File: src/rtl/ha_array_mul_seq_ctrl.sv
// Sequencer for the approximate 8x8 HA-array multiplier core. It accepts operands, sums the four
// compressed rows over 4/ROWS_PER_CYC cycles and returns the product. HA_MUL_BIAS_EN adds a saturating BIAS.
module ha_array_mul_seq_ctrl #(
  parameter int          ROWS_PER_CYC = 1,
  parameter logic [15:0] BIAS         = 16'h0000
) (
  input  logic        clk,
  input  logic        rst_n,
  input  logic        clr,
  input  logic        in_valid,
  output logic        in_ready,
  input  logic [7:0]  in_x,
  input  logic [7:0]  in_y,
  output logic [7:0]  mul_x,
  output logic [7:0]  mul_y,
  input  logic [6:0]  ha_b_0,
  input  logic [6:0]  ha_b_1,
  input  logic [6:0]  ha_b_2,
  input  logic [6:0]  ha_b_3,
  input  logic [8:0]  ha_t_0,
  input  logic [8:0]  ha_t_1,
  input  logic [8:0]  ha_t_2,
  input  logic [8:0]  ha_t_3,
  output logic        out_valid,
  input  logic        out_ready,
  output logic [15:0] out_p,
  output logic        busy
);

  if (!(ROWS_PER_CYC inside {1, 2, 4})) begin : g_bad_rows_per_cyc
    $error("ha_array_mul_seq_ctrl: ROWS_PER_CYC=%0d is illegal (use 1, 2 or 4)", ROWS_PER_CYC);
  end

  // row_cnt walks 0..3 in steps of ROWS_PER_CYC; with 4 rows per cycle the step wraps to 0.
  localparam logic [1:0] CNT_STEP = 2'(ROWS_PER_CYC % 4);
  localparam logic [1:0] CNT_LAST = 2'((4 - ROWS_PER_CYC) % 4);

  typedef enum logic [1:0] {
    S_IDLE = 2'd0,
    S_ACC  = 2'd1,
    S_DONE = 2'd2
  } state_e;

  state_e      state_q, state_d;
  logic [7:0]  mul_x_q, mul_x_d;
  logic [7:0]  mul_y_q, mul_y_d;
  logic [15:0] acc_q, acc_d;
  logic [1:0]  row_cnt_q, row_cnt_d;
  logic [15:0] out_p_q, out_p_d;
  logic        out_valid_q, out_valid_d;

  logic [6:0]  ha_b [4];
  logic [8:0]  ha_t [4];
  logic [15:0] row_val [4];
  logic [15:0] grp_sum;
  logic [15:0] acc_sum;
  logic [15:0] p_final;

  assign ha_b[0] = ha_b_0;
  assign ha_b[1] = ha_b_1;
  assign ha_b[2] = ha_b_2;
  assign ha_b[3] = ha_b_3;
  assign ha_t[0] = ha_t_0;
  assign ha_t[1] = ha_t_1;
  assign ha_t[2] = ha_t_2;
  assign ha_t[3] = ha_t_3;

  // Each row resolves its carry vector into a 10-bit value, then takes its 2k column weight.
  always_comb begin
    for (int k = 0; k < 4; k++) begin
      row_val[k] = {6'd0, {1'b0, ha_t[k]} + {1'b0, ha_b[k], 2'b00}} << (2 * k);
    end
  end

  always_comb begin
    grp_sum = '0;
    for (int k = 0; k < 4; k++) begin
      if (k >= int'(row_cnt_q) && k < int'(row_cnt_q) + ROWS_PER_CYC) begin
        grp_sum = grp_sum + row_val[k];
      end
    end
  end

  assign acc_sum = acc_q + grp_sum;

`ifdef HA_MUL_BIAS_EN
  logic [16:0] biased_sum;
  assign biased_sum = {1'b0, acc_sum} + {1'b0, BIAS};
  assign p_final    = biased_sum[16] ? 16'hFFFF : biased_sum[15:0];
`else
  localparam logic [15:0] unused_bias = BIAS;
  assign p_final = acc_sum;
`endif

  // NOTE: every next-state signal gets its hold value first, so no path through the case leaves one unassigned (no latch).
  always_comb begin
    state_d     = state_q;
    mul_x_d     = mul_x_q;
    mul_y_d     = mul_y_q;
    acc_d       = acc_q;
    row_cnt_d   = row_cnt_q;
    out_p_d     = out_p_q;
    out_valid_d = out_valid_q;

    if (clr) begin
      state_d     = S_IDLE;
      out_valid_d = 1'b0;
      acc_d       = '0;
      row_cnt_d   = '0;
    end else begin
      unique case (state_q)
        S_IDLE: begin
          if (in_valid) begin
            mul_x_d   = in_x;
            mul_y_d   = in_y;
            acc_d     = '0;
            row_cnt_d = '0;
            state_d   = S_ACC;
          end
        end
        S_ACC: begin
          acc_d     = acc_sum;
          row_cnt_d = row_cnt_q + CNT_STEP;
          if (row_cnt_q == CNT_LAST) begin
            out_p_d     = p_final;
            out_valid_d = 1'b1;
            state_d     = S_DONE;
          end
        end
        S_DONE: begin
          if (out_ready) begin
            out_valid_d = 1'b0;
            state_d     = S_IDLE;
          end
        end
        default: begin
          state_d     = S_IDLE;
          out_valid_d = 1'b0;
        end
      endcase
    end
  end

  // NOTE: state registers use non-blocking assignments so every flop samples pre-edge values.
  always_ff @(posedge clk or negedge rst_n) begin
    if (!rst_n) begin
      state_q     <= S_IDLE;
      mul_x_q     <= '0;
      mul_y_q     <= '0;
      acc_q       <= '0;
      row_cnt_q   <= '0;
      out_p_q     <= '0;
      out_valid_q <= 1'b0;
    end else begin
      state_q     <= state_d;
      mul_x_q     <= mul_x_d;
      mul_y_q     <= mul_y_d;
      acc_q       <= acc_d;
      row_cnt_q   <= row_cnt_d;
      out_p_q     <= out_p_d;
      out_valid_q <= out_valid_d;
    end
  end

  assign in_ready  = (state_q == S_IDLE);
  assign busy      = (state_q != S_IDLE);
  assign mul_x     = mul_x_q;
  assign mul_y     = mul_y_q;
  assign out_p     = out_p_q;
  assign out_valid = out_valid_q;

endmodule

File: config.mk
export PLATFORM = sky130hd
export DESIGN_NAME = ha_array_mul_seq_ctrl
export DESIGN_NICKNAME = d
export VERILOG_FILES = /design/src/rtl/ha_array_mul_seq_ctrl.sv
export SDC_FILE = /design/constraint.sdc
export NUM_CORES = 1
export LEC_CHECK = 0
export BUFFER_PORTS_ARGS = -buffer_cell sky130_fd_sc_hd__buf_2
export CAP_MARGIN = 20
export CORE_MARGIN = 2
export CORE_UTILIZATION = 25
export DETAILED_ROUTE_END_ITERATION = 7
export REMOVE_ABC_BUFFERS = 1
export SLEW_MARGIN = 0
export SYNTH_ARGS = -nofsm -noshare
export SYNTH_HDL_FRONTEND = slang
export SYNTH_SLANG_ARGS = --single-unit
File: constraint.sdc
create_clock -name clk -period 16.3 [get_ports clk]
set_input_delay 1.63 -clock clk [delete_from_list [all_inputs] [get_ports clk]]
set_output_delay 1.63 -clock clk [all_outputs]
set_load 0.05 [all_outputs]
# Word-level counts from Yosys, hierarchy flattened
# Index checks and enable logic that the tools add are counted.
[classes]
n_reduce_logical = 11
n_bitwise = 1
n_lt_le_gt_ge = 7
eq_ne = 7
mux = 19
n_shift = 0
add_sub_neg = 10
n_mul = 0
div_mod_pow = 0
[ops]
columns = ["cell", "n"]
rows = [
  ["$mux 16", 5],
  ["$add 9x9->10", 4],
  ["$add 16x16->16", 2],
  ["$lt 1x32->1 const A", 1],
  ["$lt 2x32->1 const A", 1],
  ["$lt 3x32->1 const A", 1],
  ["$pmux 16 s2", 1],
  ["$add 16x12->16", 1],
  ["$add 16x14->16", 1],
  ["$mux 2", 6],
  ["$reduce_and 3->1", 4],
  ["$mux 10", 1],
  ["$ne 3x3->1 const B", 3],
  ["$pmux 2 s3", 1],
  ["$eq 2x2->1 const B", 2],
  ["$ge 1x2->1 const A", 2],
  ["$pmux 2 s2", 1],
  ["$add 2x1->3 const B", 1],
  ["$logic_and 1x1->1", 3],
  ["$lt 2x3->1 const A", 1],
  ["$mux 1", 3],
  ["$pmux 1 s3", 1],
  ["$reduce_bool 3->1", 1],
  ["$add 2x1->2 const B", 1],
  ["other kinds (7)", 7],
]
[totals]
ramBits = 0
in_bits = 85
rom_bits = 0
reg_bits = 53
memories = 0
out_inout_bits = 35
latch_bits = 0
word_cells = 62

# Logic depth before layout (Yosys ltp)
# Gate-level depths: netlist (run 1).
[depth]
word_depth = 13
ltp_mapped = 36
depth_no_buf = 36

# Worst setup path after synthesis (run 1)
# OpenSTA, ideal clock, no wires.
[synth_path]
path_type = "input-to-reg"
from = "input port ha_b_0[0]"
to = "register out_p_q[15], in the netlist out_p[15]"
t_required_ns = 16.235
path_stages = 34
arrival_time_ns = 7.363
path_buffers = 0
setup_time_ns = 0.065
setup_slack_ns = 8.872
path_cell_list = "ha_1 > fa_1 > a21o_1 > a21oi_2 > o21bai_1 > a21oi_1 > mux2_2 > inv_1 > ha_1 > o21ai_0 > nand2b_1 > a21oi_1 > nor3b_2 > xor2_1 > and2_2 > ha_1 > a21o_1 > a31oi_1 > xnor2_1 > mux2_2 > ha_1 > o21a_1 > nor2_1 > or2_2 > xor2_1 > o21ai_0 > ha_1 > a21oi_1 > nor2_1 > nor2_1 > o21ai_2 > or2_2 > mux2i_1 > a21o_1"
[synth_via]
elab_chain_cells = 9
[synth_rtl]
columns = ["element", "line", "rtl"]
rows = [
  ["start, declared", "16", "input logic [6:0] ha_b_0,"],
  ["$add 9x9->10 (*)", "71", "row_val[k] = {6'd0, {1'b0, ha_t[k]} + {1'b0, ha_b[k], 2'b00}} << (2 * k);"],
  ["$mux 10 (*)", "78", "if (k >= int'(row_cnt_q) && k < int'(row_cnt_q) + ROWS_PER_CYC) begin"],
  ["$add 16x12->16", "79", "grp_sum = grp_sum + row_val[k];"],
  ["$mux 16 (*)", "78", ""],
  ["$add 16x14->16", "79", ""],
  ["$mux 16 (*)", "78", ""],
  ["$add 16x16->16", "79", ""],
  ["$mux 16 (*)", "78", ""],
  ["$add 16x16->16 (*)", "84", "assign acc_sum = acc_q + grp_sum;"],
  ["end signal, assigned", "160", "out_p_q <= out_p_d;"],
  ["end, declared", "49", "logic [15:0] out_p_q, out_p_d;"],
]
# Every way passes the cells marked *; elsewhere a longest branch is shown, timed or not.
# A chain may end at the register's enable or synchronous reset.

# Final worst setup path (run 1)
# Same ends and word-level chain as after synthesis.

==> results.ini, run 1 <==
[placed_design]
portBuffers=119
globalplace.congestion=0.854
hpwlAfterDp_um=10300
pre_cts_ws_ns=8.21

[sta]
tns_ns=0
finalCriticalPeriod_ns=7.86
fin_skew_ns=0.00920
worst_slack_ns=8.44
final.period_utilization_pct=48.2
worst_pin_slew_ns=0.860
fmax_mhz=127
setup_viol_count_final=0
grt_setup_unrepaired=no
hold_viol=0
maxSlewViolCount=0
relSlewSlack_pct=42.5

[detailed_routing]
firstDrtPassIters=4
drt-vias-per-instance=4.59
routedWlPerCell_um=12.9
vias=4399
totalWireLength_um=12400
ant_nets=0
drt-initial-drc-count=135
drc_errors=0

[yosys]
syn-cell-area_mm2=0.00519
synth_seq_cells=53
synth_seq_area_share_pct=25.5
synthTopCellsByCount=73 x ha_1, 53 x dfrtp_1, 45 x a21oi_1, 42 x nand2_1, 40 x nor2_1
syn_area_per_cell_um2=9.14
yosysWarnings=0
synth_edf_count=0
synth_top_area_share_pct=25.5
syn_inst=568
synth_top_area_cell=dfrtp_1
synthFlopType=dfrtp_1
synth.most_common_cell=ha_1
synth_cell_types=59
async_flop_share_pct=100
synth.area.top_cells=dfrtp_1 26%, ha_1 18%, mux2_2 5.9%

[critical_path]
cp_data_arrival_time_ns=8.09
worst_path_most_repeated_cell=ha_1
cp_num_buf_inv=2
path_class=in2reg
crit_start=ha_b_0[0]
end_kind=register
slowest_delay_ns=0.44
crit_family=adder cells
crit_required_ns=16.53
timing.rr.start=row_cnt_q[0]
cp_max_fo=6
critPathLaunchType=input pin
crit_slowest_cell=nor4_1

[floorplanning]
fp.dieW_um=148
ioPinCount=120
die_h_um=148
rows=52
dieArea_mm2=0.0219
initial_core_util_pct=25.6
core-area_mm2=0.0203

[global_routing]
grt_pass1_wl_um=21000
grt-ovfl-total=0
antenna_found_initial=0
grt_pass1_vias=4447
grt_max_degree=54
grt_usage_pct=11.6
grt_use_met3_pct=2.98
gr-usage-met2_pct=19.2
busiest_layer=met2
use_met1_pct=15.0

[worst_hold_path]
min_from=out_p[15]
hold_class=reg2reg

[finish]
n_antenna_cell=0
nFillCells=2153
register_area_mm2=0.00133
syn_to_final_growth_pct=20.5
multi_input_area_mm2=0.00369
nNetsFinal=854
layout-drive-gt1-share_pct=26.4

[pwr]
vdd_ir_drop_max_mv=0.0828
p_per_area_mw_per_mm2=94.3
p_leak_nw=3.13

[cts]
cts_resized=0
cts_inserted_buffers=5
cts_tree=yes
htree_levels=2
cts_root_buf=clkbuf_16
path_clk_slew_ns=0.07
hold_buffers=0
post_cts_buffers=0
cts_buffer_depth=2
clkSinkCount=53
clk_latency_ns=0.29

[run]
max-cap-violations=0

[run_status]
status=completed

## cell families after synthesis
family                     synth area share [%]
AOI/OAI and AO/OA                          21.7
and+or+nand+nor                            12.4
adders and majority gates                  20.7
DFF                                        25.5
xor gates and xnor gates                   8.70
buffers and inverters                      3.33
muxes                                      7.71
## final cells by class
class / count / area share [%]
clock buffer: 7 / 2.12
clock inverter: 1 / 0.120
inverter: 34 / 2.04
multi-input combinational: 470 / 59.0
sequential: 53 / 21.2
tap: 270 / 5.40
timing repair buffer: 124 / 10.1
## where the power goes
group / internal (W) / switching (W) / total (W)
Combinational: 0.000136 / 0.000197 / 0.000333
Sequential: 0.000146 / 0.00000793 / 0.000154
Clock: 0.0000572 / 0.0000462 / 0.000103
## metrics by stage
| step | instance area, um^2 | hold slack [ns] | std cells | power (W) | util [%] |
|---|---|---|---|---|---|
| 2_1_floorplan | 5150 | 0.455 | 557 | 0.000414 | - |
| 3_3_place_gp | 6120 | 0.462 | 951 | 0.000485 | 30.1 |
| 3_5_place_dp | 6120 | 0.465 | 951 | 0.000489 | 30.1 |
| 4_1_cts | 6260 | 0.483 | 959 | 0.000597 | 30.8 |
| 5_1_grt | 6260 | 0.502 | 959 | 0.000642 | 30.8 |
| 6_report | 6260 | 0.480 | 959 | 0.000590 | 30.8 |
## registers in the layout (all words and copies together), names as in the netlist
register,cells
row_cnt_q,2
state_q,2
acc_q,16
out_valid,1
out_p,16
mul_x,8
mul_y,8
## placed cells by master (no fill, tap or decap), types with 6 or more instances in the layout
cell,count
buf_2,119
nand3_1,6
nor2_1,40
a21oi_1,45
nand2b_1,7
nand2_1,42
o21a_1,10
dfrtp_1,53
mux2_2,27
o21bai_1,12
o21ai_1,6
xnor2_1,27
inv_1,33
a22o_1,6
o21ai_0,33
a21o_1,19
nor2b_1,6
xor2_1,22
fa_1,8
and2_1,9
ha_1,73
or2_2,6
## worst paths after layout
kind | end | slack (ns) | cells past startpoint
max | out_p[15] | 8.44 | 33
min | out_p[15] | 0.48 | 1
max reg2reg | out_p[14] | 9.69 | 31
min reg2reg | out_p[15] | 0.48 | 1
max in group asynchronous | acc_q[7] | 14.38 | 2
min in group asynchronous | mul_x[6] | 1.46 | 2
## metal layers
metal  up-vias  share of wire (%)
met4         0                1.1
met1      2008                 47
met3        10                7.2
li1       2273                  -
met5         -                  0
met2       108                 44
Note: power is estimated with default switching activity, not from simulation.
==> run 2, diff against run 1 <==
- ABC_AREA: unset -> 1
- clock period: 16.3 -> 7.1 ns (I/O delays scaled with it)
==> run 2 against run 1 <==
  * Non-clock buffer count shrank 4
  * Clock skew shrank 0.0020 ns
  * Worst hold slack lost 0.0041 ns
  * Via count grew 20%
  * Clock-buffer cell count shrank 1
  * Global-route usage grew 0.40 points
  * Sequential power grew 140%
  * Largest cell class unchanged
  * Highest routed layer unchanged
==> results.ini, run 2 <==
[detailed_routing]
ant_nets=0  ; unchanged
drt-met1-wl_um=7310  ; +25%
met2_length_um=5940  ; +8.0%
dr_wl_met3_um=831  ; -6.9%
top_layer_used=met4
drt-vias-per-instance=4.49  ; -2.0%
routedWlPerCell_um=12.0  ; -6.8%
firstDrtPassIters=5  ; +1
drc_errors=0  ; unchanged
vias=5295  ; +20%
totalWireLength_um=14200  ; +14%
drt-initial-drc-count=252  ; +87%

[global_routing]
antenna_found_initial=0  ; unchanged
grt_max_degree=54  ; unchanged
grt_pass1_wl_um=23900  ; +14%
grt_pass1_vias=5053  ; +14%
grt_usage_pct=12.0  ; +0.40 points
grt-ovfl-total=0  ; unchanged

[cts]
cts_resized=0  ; unchanged
clk_latency_ns=0.29  ; about the same
htree_levels=2  ; unchanged
cts_inserted_buffers=5  ; unchanged
clkSinkCount=53  ; unchanged
post_cts_buffers=0  ; unchanged
hold_buffers=0  ; unchanged
cts_root_buf=clkbuf_16
cts_tree=yes
cts_buffer_depth=2  ; unchanged
path_clk_slew_ns=0.07  ; about the same

[critical_path]
end_kind=register
r2r_end=acc_q[14]
critPathLaunchType=input pin
reg2reg_slack_ns=0.84  ; -8.85 ns
crit_slowest_cell=fa_1
timing.rr.start=row_cnt_q[0]
endpoint=acc_q[14]
path_class=in2reg
crit_required_ns=7.28  ; -9.25 ns
crit_start=ha_b_0[0]
cp_max_fo=5  ; -1
slowest_delay_ns=0.46  ; +0.02 ns
cp_data_arrival_time_ns=6.58  ; -1.51 ns
rr_worst_depth=38  ; +23%
worst_path_most_repeated_cell=nand2_1

[worst_hold_path]
holdPathStages=2  ; +1
hold_class=reg2reg

[finish]
final_common_cell=nand2_1
n_antenna_cell=0  ; unchanged
layout-drive-gt1-share_pct=18.9  ; -7.5 points
syn_to_final_growth_pct=19.1
final_cell_mix=228 x nand2_1, 119 x buf_2, 105 x inv_1
nNetsFinal=1063  ; +24%
instances_no_fill=1178  ; +23%

[placed_design]
globalplace.congestion=0.900  ; +5.4%
portBuffers=119  ; unchanged
placed_cells=1170  ; +23%
hpwlAfterDp_um=11700  ; +14%

[yosys]
synth.most_common_cell=nand2_1
syn_area_per_cell_um2=7.22  ; -21%
synth_top_area_share_pct=23.6  ; -2.0 points
syn_inst=780  ; +37%
syn-cell-area_mm2=0.00563  ; +8.5%
synthTopCellsByCount=228 x nand2_1, 105 x inv_1, 73 x ha_1, 65 x nand3_1, 53 x dfrtp_1
synth_top_area_cell=dfrtp_1
synth_seq_area_share_pct=23.6  ; -2.0 points
yosysWarnings=0  ; unchanged
synth_cell_types=45  ; -24%
synth_seq_cells=53  ; unchanged
async_flop_share_pct=100  ; unchanged
synth_edf_count=0  ; unchanged
synthFlopType=dfrtp_1
synth.area.top_cells=dfrtp_1 24%, ha_1 16%, nand2_1 15%

[floorplanning]
dieArea_mm2=0.0237  ; +8.2%
rows=54  ; +3.8%
ioPinCount=120  ; unchanged
die_h_um=154  ; +4.0%
initial_core_util_pct=25.6  ; +0.067 points
core-area_mm2=0.0220  ; +8.2%
fp.dieW_um=154  ; +4.0%

[sta]
final.period_utilization_pct=90.2
maxSlewViolCount=0  ; unchanged
grt_setup_unrepaired=no
hold_viol=0  ; unchanged
fmax_mhz=156
relSlewSlack_pct=54.8  ; +12 points
finalCriticalPeriod_ns=6.40
setup_viol_count_final=0  ; unchanged
tns_ns=0  ; unchanged
fin_skew_ns=0.00719  ; -0.00201 ns
worst_pin_slew_ns=0.678  ; -0.182 ns
holdWs_ns=0.475  ; -0.00409 ns

[pwr]
p_per_area_mw_per_mm2=244  ; +160%
finalPower_w=0.00164  ; +180%
vdd_ir_drop_max_mv=0.245  ; +200%
p_leak_nw=3.80  ; +22%

[run_status]
status=completed

[run]
max-cap-violations=0  ; unchanged

-- run 2: cell count changes in the layout (fill, tap and decap cells not counted), moves of 17 or more --
cell     before  now
nand3_1       6   65
nand2_1      42  228
a21o_1       19    2
mux2_2       27    7
nor2_1       40   19
inv_1        33  105
-- run 2: how the worst min path moves through the flow --
stage	start	endpoint	slack, ns
3_3_place_gp	out_p[15]	out_p[15]	0.46
6_report	out_p[11]	out_p[11]	0.48
5_1_grt	out_p[7]	out_p[7]	0.51
3_5_place_dp	out_p[12]	out_p[12]	0.46
4_1_cts	out_p[12]	out_p[12]	0.48
2_1_floorplan	rst_n	acc_q[0]	0.41
-- run 2: final cells by class --
cell class	instances	area (um^2)
flip-flops and latches	53	1330
multi-input cells	608	3840
repair buffers	120	603
well taps	280	350
clock inverters	2	37.5
inverters	109	409
fillers	2396	15200
clock buffers	6	139
-- run 2: critical path, delay by kind of cell --
family	cells	cell delay (ns)
adder cells (fa/ha/maj)	6	2.14
XOR/XNOR	2	0.29
AO/OA/AOI/OAI	6	1.06
AND/OR/NAND/NOR	18	1.92
buffers and inverters	6	0.47
-- run 2: kinds of logic after synthesis --
kind of cell | share of synthesized area (%)
xor gates and xnor gates | 5.44
AOI/OAI and AO/OA | 12.0
and+or+nand+nor | 27.9
muxes | 3.80
buffers and inverters | 8.20
adders and majority gates | 19.1
DFF | 23.6
-- run 2: through the flow --
stage | utilization [%] | setup slack, ns | area [um^2]
floorplan | - | 1.02 | 5580
global placement | 29.7 | 0.385 | 6530
detailed placement | 29.7 | 0.379 | 6530
CTS | 30.6 | 0.675 | 6710
global route | 30.6 | 0.00189 | 6710
finish | 30.6 | 0.695 | 6710
-- run 2: metal layers --
layer / global-route usage [%] / vias up
met5: 0 / -
met4: 1.38 / 0
met3: 1.80 / 7
met2: 19.1 / 145
met1: 17.5 / 2327
li1: - / 2816
-- run 2: power by group --
| group | internal [W] | total (W) | switching, W |
|---|---|---|---|
| combinational | 0.000353 | 0.000983 | 0.000630 |
| clock | 0.000176 | 0.000286 | 0.000110 |
| sequential | 0.000345 | 0.000371 | 0.0000253 |
==> run 3, diff against run 2 <==
- CORE_MARGIN: 2 -> unset
==> run 3 against run 2 <==
  * The run now ends with DRC left
  * Critical path depth up 5
  * Sequential share of layout area about the same
  * Global-route usage up 0.41 points
  * Die area decreased by 2.6%
  * Flip-flop and latch count unchanged
  * Core utilization barely moved
  * Sequential power hardly changed
  * Routed wire length shrank 2.0%
  * Clock power shrank 6%
  * Final cell count barely moved
  * Highest routed layer unchanged
==> results.ini, run 3 (synthesis results as in run 2) <==
[run_status]
status=finished with violations
violations=DRC

[detailed_routing]
routedWlPerCell_um=11.8  ; -1.9%
vias=5272  ; -0.43%
drt-initial-drc-count=250  ; -0.79%
ant_nets=0  ; unchanged
firstDrtPassIters=6  ; +1
drc_errors=18  ; +18
totalWireLength_um=13900  ; -2.0%
drt-vias-per-instance=4.48  ; -0.35%

[critical_path]
crit_slowest_cell=fa_2
endpoint=acc_q[14]
rr_worst_depth=40  ; +5.3%
reg2reg_slack_ns=0.84  ; about the same
r2r_end=acc_q[14]
cp_data_arrival_time_ns=6.54  ; -0.04 ns
timing.rr.start=row_cnt_q[0]
worst_path_most_repeated_cell=nand2_1
slowest_delay_ns=0.38  ; -0.08 ns
critPathLaunchType=input pin
path_class=in2reg
crit_required_ns=7.27  ; about the same
end_kind=register
crit_start=ha_b_0[0]
cp_max_fo=5  ; unchanged

[sta]
hold_viol=0  ; unchanged
grt_setup_unrepaired=no
setup_viol_count_final=0  ; unchanged
final.period_utilization_pct=89.7  ; -0.51 points
worst_pin_slew_ns=0.677  ; -0.00141 ns
fin_skew_ns=0.00760  ; +0.000406 ns
finalCriticalPeriod_ns=6.37  ; -0.0365 ns
relSlewSlack_pct=54.9  ; +0.094 points
tns_ns=0  ; unchanged
maxSlewViolCount=0  ; unchanged
holdWs_ns=0.478  ; +0.00291 ns
fmax_mhz=157  ; +0.57%

[global_routing]
grt_max_degree=54  ; unchanged
grt-ovfl-total=0  ; unchanged
grt_pass1_vias=5137  ; +1.7%
antenna_found_initial=0  ; unchanged
grt_pass1_wl_um=24100  ; +0.90%
grt_usage_pct=12.4  ; +0.41 points

[pwr]
seq_power_share_pct=22.8  ; +0.2 points
clkPwrFrac_pct=16.7  ; -0.8 points
vdd_ir_drop_max_mv=0.149  ; -39%
swShare_pct=46.9  ; +0.20 points
cellInternalPower_w=0.000862  ; -1.4%
p_leak_nw=3.79  ; about the same
p_switching_w=0.000761  ; -0.62%
power_frac_comb_pct=60.5  ; +0.6 points
p_per_area_mw_per_mm2=242  ; -0.89%

[finish]
final_common_cell=nand2_1
n_antenna_cell=0  ; unchanged
multi_input_area_mm2=0.00385  ; +0.16%
nFillCells=2399  ; +0.13%
nNetsFinal=1063  ; unchanged
layout-drive-gt1-share_pct=19.1  ; +0.13 points
final_cell_mix=228 x nand2_1, 119 x buf_2, 105 x inv_1
register_area_mm2=0.00133  ; unchanged
syn_to_final_growth_pct=19.0

[placed_design]
portBuffers=119  ; unchanged
globalplace.congestion=0.896  ; -0.47%
hpwlAfterDp_um=11600  ; -1.3%

[cts]
cts_buffer_depth=2  ; unchanged
cts_inserted_buffers=5  ; unchanged
clkSinkCount=53  ; unchanged
cts_tree=yes
hold_buffers=0  ; unchanged
clk_latency_ns=0.29  ; about the same
path_clk_slew_ns=0.06  ; about the same
htree_levels=2  ; unchanged
cts_root_buf=clkbuf_16

[floorplanning]
ioPinCount=120  ; unchanged
die_h_um=152  ; -1.3%
rows=54  ; unchanged
fp.dieW_um=152  ; -1.3%
initial_core_util_pct=25.6  ; unchanged
core-area_mm2=0.0220  ; unchanged
dieArea_mm2=0.0231  ; -2.6%

[run]
max-cap-violations=0  ; unchanged

[worst_hold_path]
hold_class=reg2reg

run 3: cell types whose count changed in the layout (fill, tap and decap cells not counted), sizes merged:
| cell | before | now |
|---|---|---|
| clkbuf | 6 | 5 |
| clkinv | 1 | 2 |
| clkinvlp | 1 | 0 |
run 3: metal layers:
| layer | GRT usage (%) | part of all wire, % | routed length [um] |
|---|---|---|---|
| met1 | 17.5 | 52 | 7200 |
| met3 | 1.91 | 4.5 | 623 |
| met2 | 20.2 | 43 | 5900 |
| met4 | 1.80 | 1.1 | 150 |
| met5 | 0 | 0 | 0 |
run 3: final cells by class:
class	instances	share of cell area, %
flip-flops and latches	53	19.8
well taps	280	5.23
multi-input cells	608	57.5
clock buffers	5	1.87
clock inverters	2	0.523
inverters	109	6.11
repair buffers	120	9.00
run 3: worst min-delay path by stage:
stage / depth (start not counted) / slack [ns] / end / start
detailed placement: 2 / 0.47 / out_p[11] / out_p[11]
global placement: 2 / 0.46 / out_p[15] / out_p[15]
floorplan: 0 / 0.41 / acc_q[0] / rst_n
CTS: 2 / 0.48 / out_p[11] / out_p[11]
finish: 2 / 0.48 / out_p[11] / out_p[11]
global route: 2 / 0.52 / acc_q[13] / acc_q[13]
run 3: what timing repair did:
action | in CTS | in global routing
resized for setup | 0 | 2
setup endpoints to repair | 0 | 4
buffers inserted | 0 | 0
run 3: per-stage QoR:
stage / util, % / instance area, um^2 / setup slack, ns / instances / power [W]
global placement: 29.7 / 6530 / 0.506 / 1170 / 0.00135
floorplan: - / 5580 / 1.02 / 770 / 0.00113
global route: 30.5 / 6700 / 0.0221 / 1177 / 0.00178
CTS: 30.5 / 6690 / 0.663 / 1177 / 0.00163
detailed placement: 29.7 / 6530 / 0.365 / 1170 / 0.00135
finish: 30.5 / 6700 / 0.732 / 1177 / 0.00162
run 3: critical path, delay by kind of cell:
kind                     cells  cell delay (ns)
AND/OR/NAND/NOR             23             2.22
adder cells (fa/ha/maj)      6             1.95
buffers and inverters        5             0.33
XOR/XNOR                     2             0.28
AO/OA/AOI/OAI                7             1.06
run 3: power groups by stage:
stage / sequential (W) / combinational (W) / clock [W]
final: 0.000370 / 0.000982 / 0.000270
after global routing: 0.000376 / 0.00111 / 0.000286
after CTS: 0.000371 / 0.000983 / 0.000279
after detailed placement: 0.000374 / 0.000977 / 0
after global placement: 0.000374 / 0.000974 / 0
after floorplan: 0.000476 / 0.000652 / 0
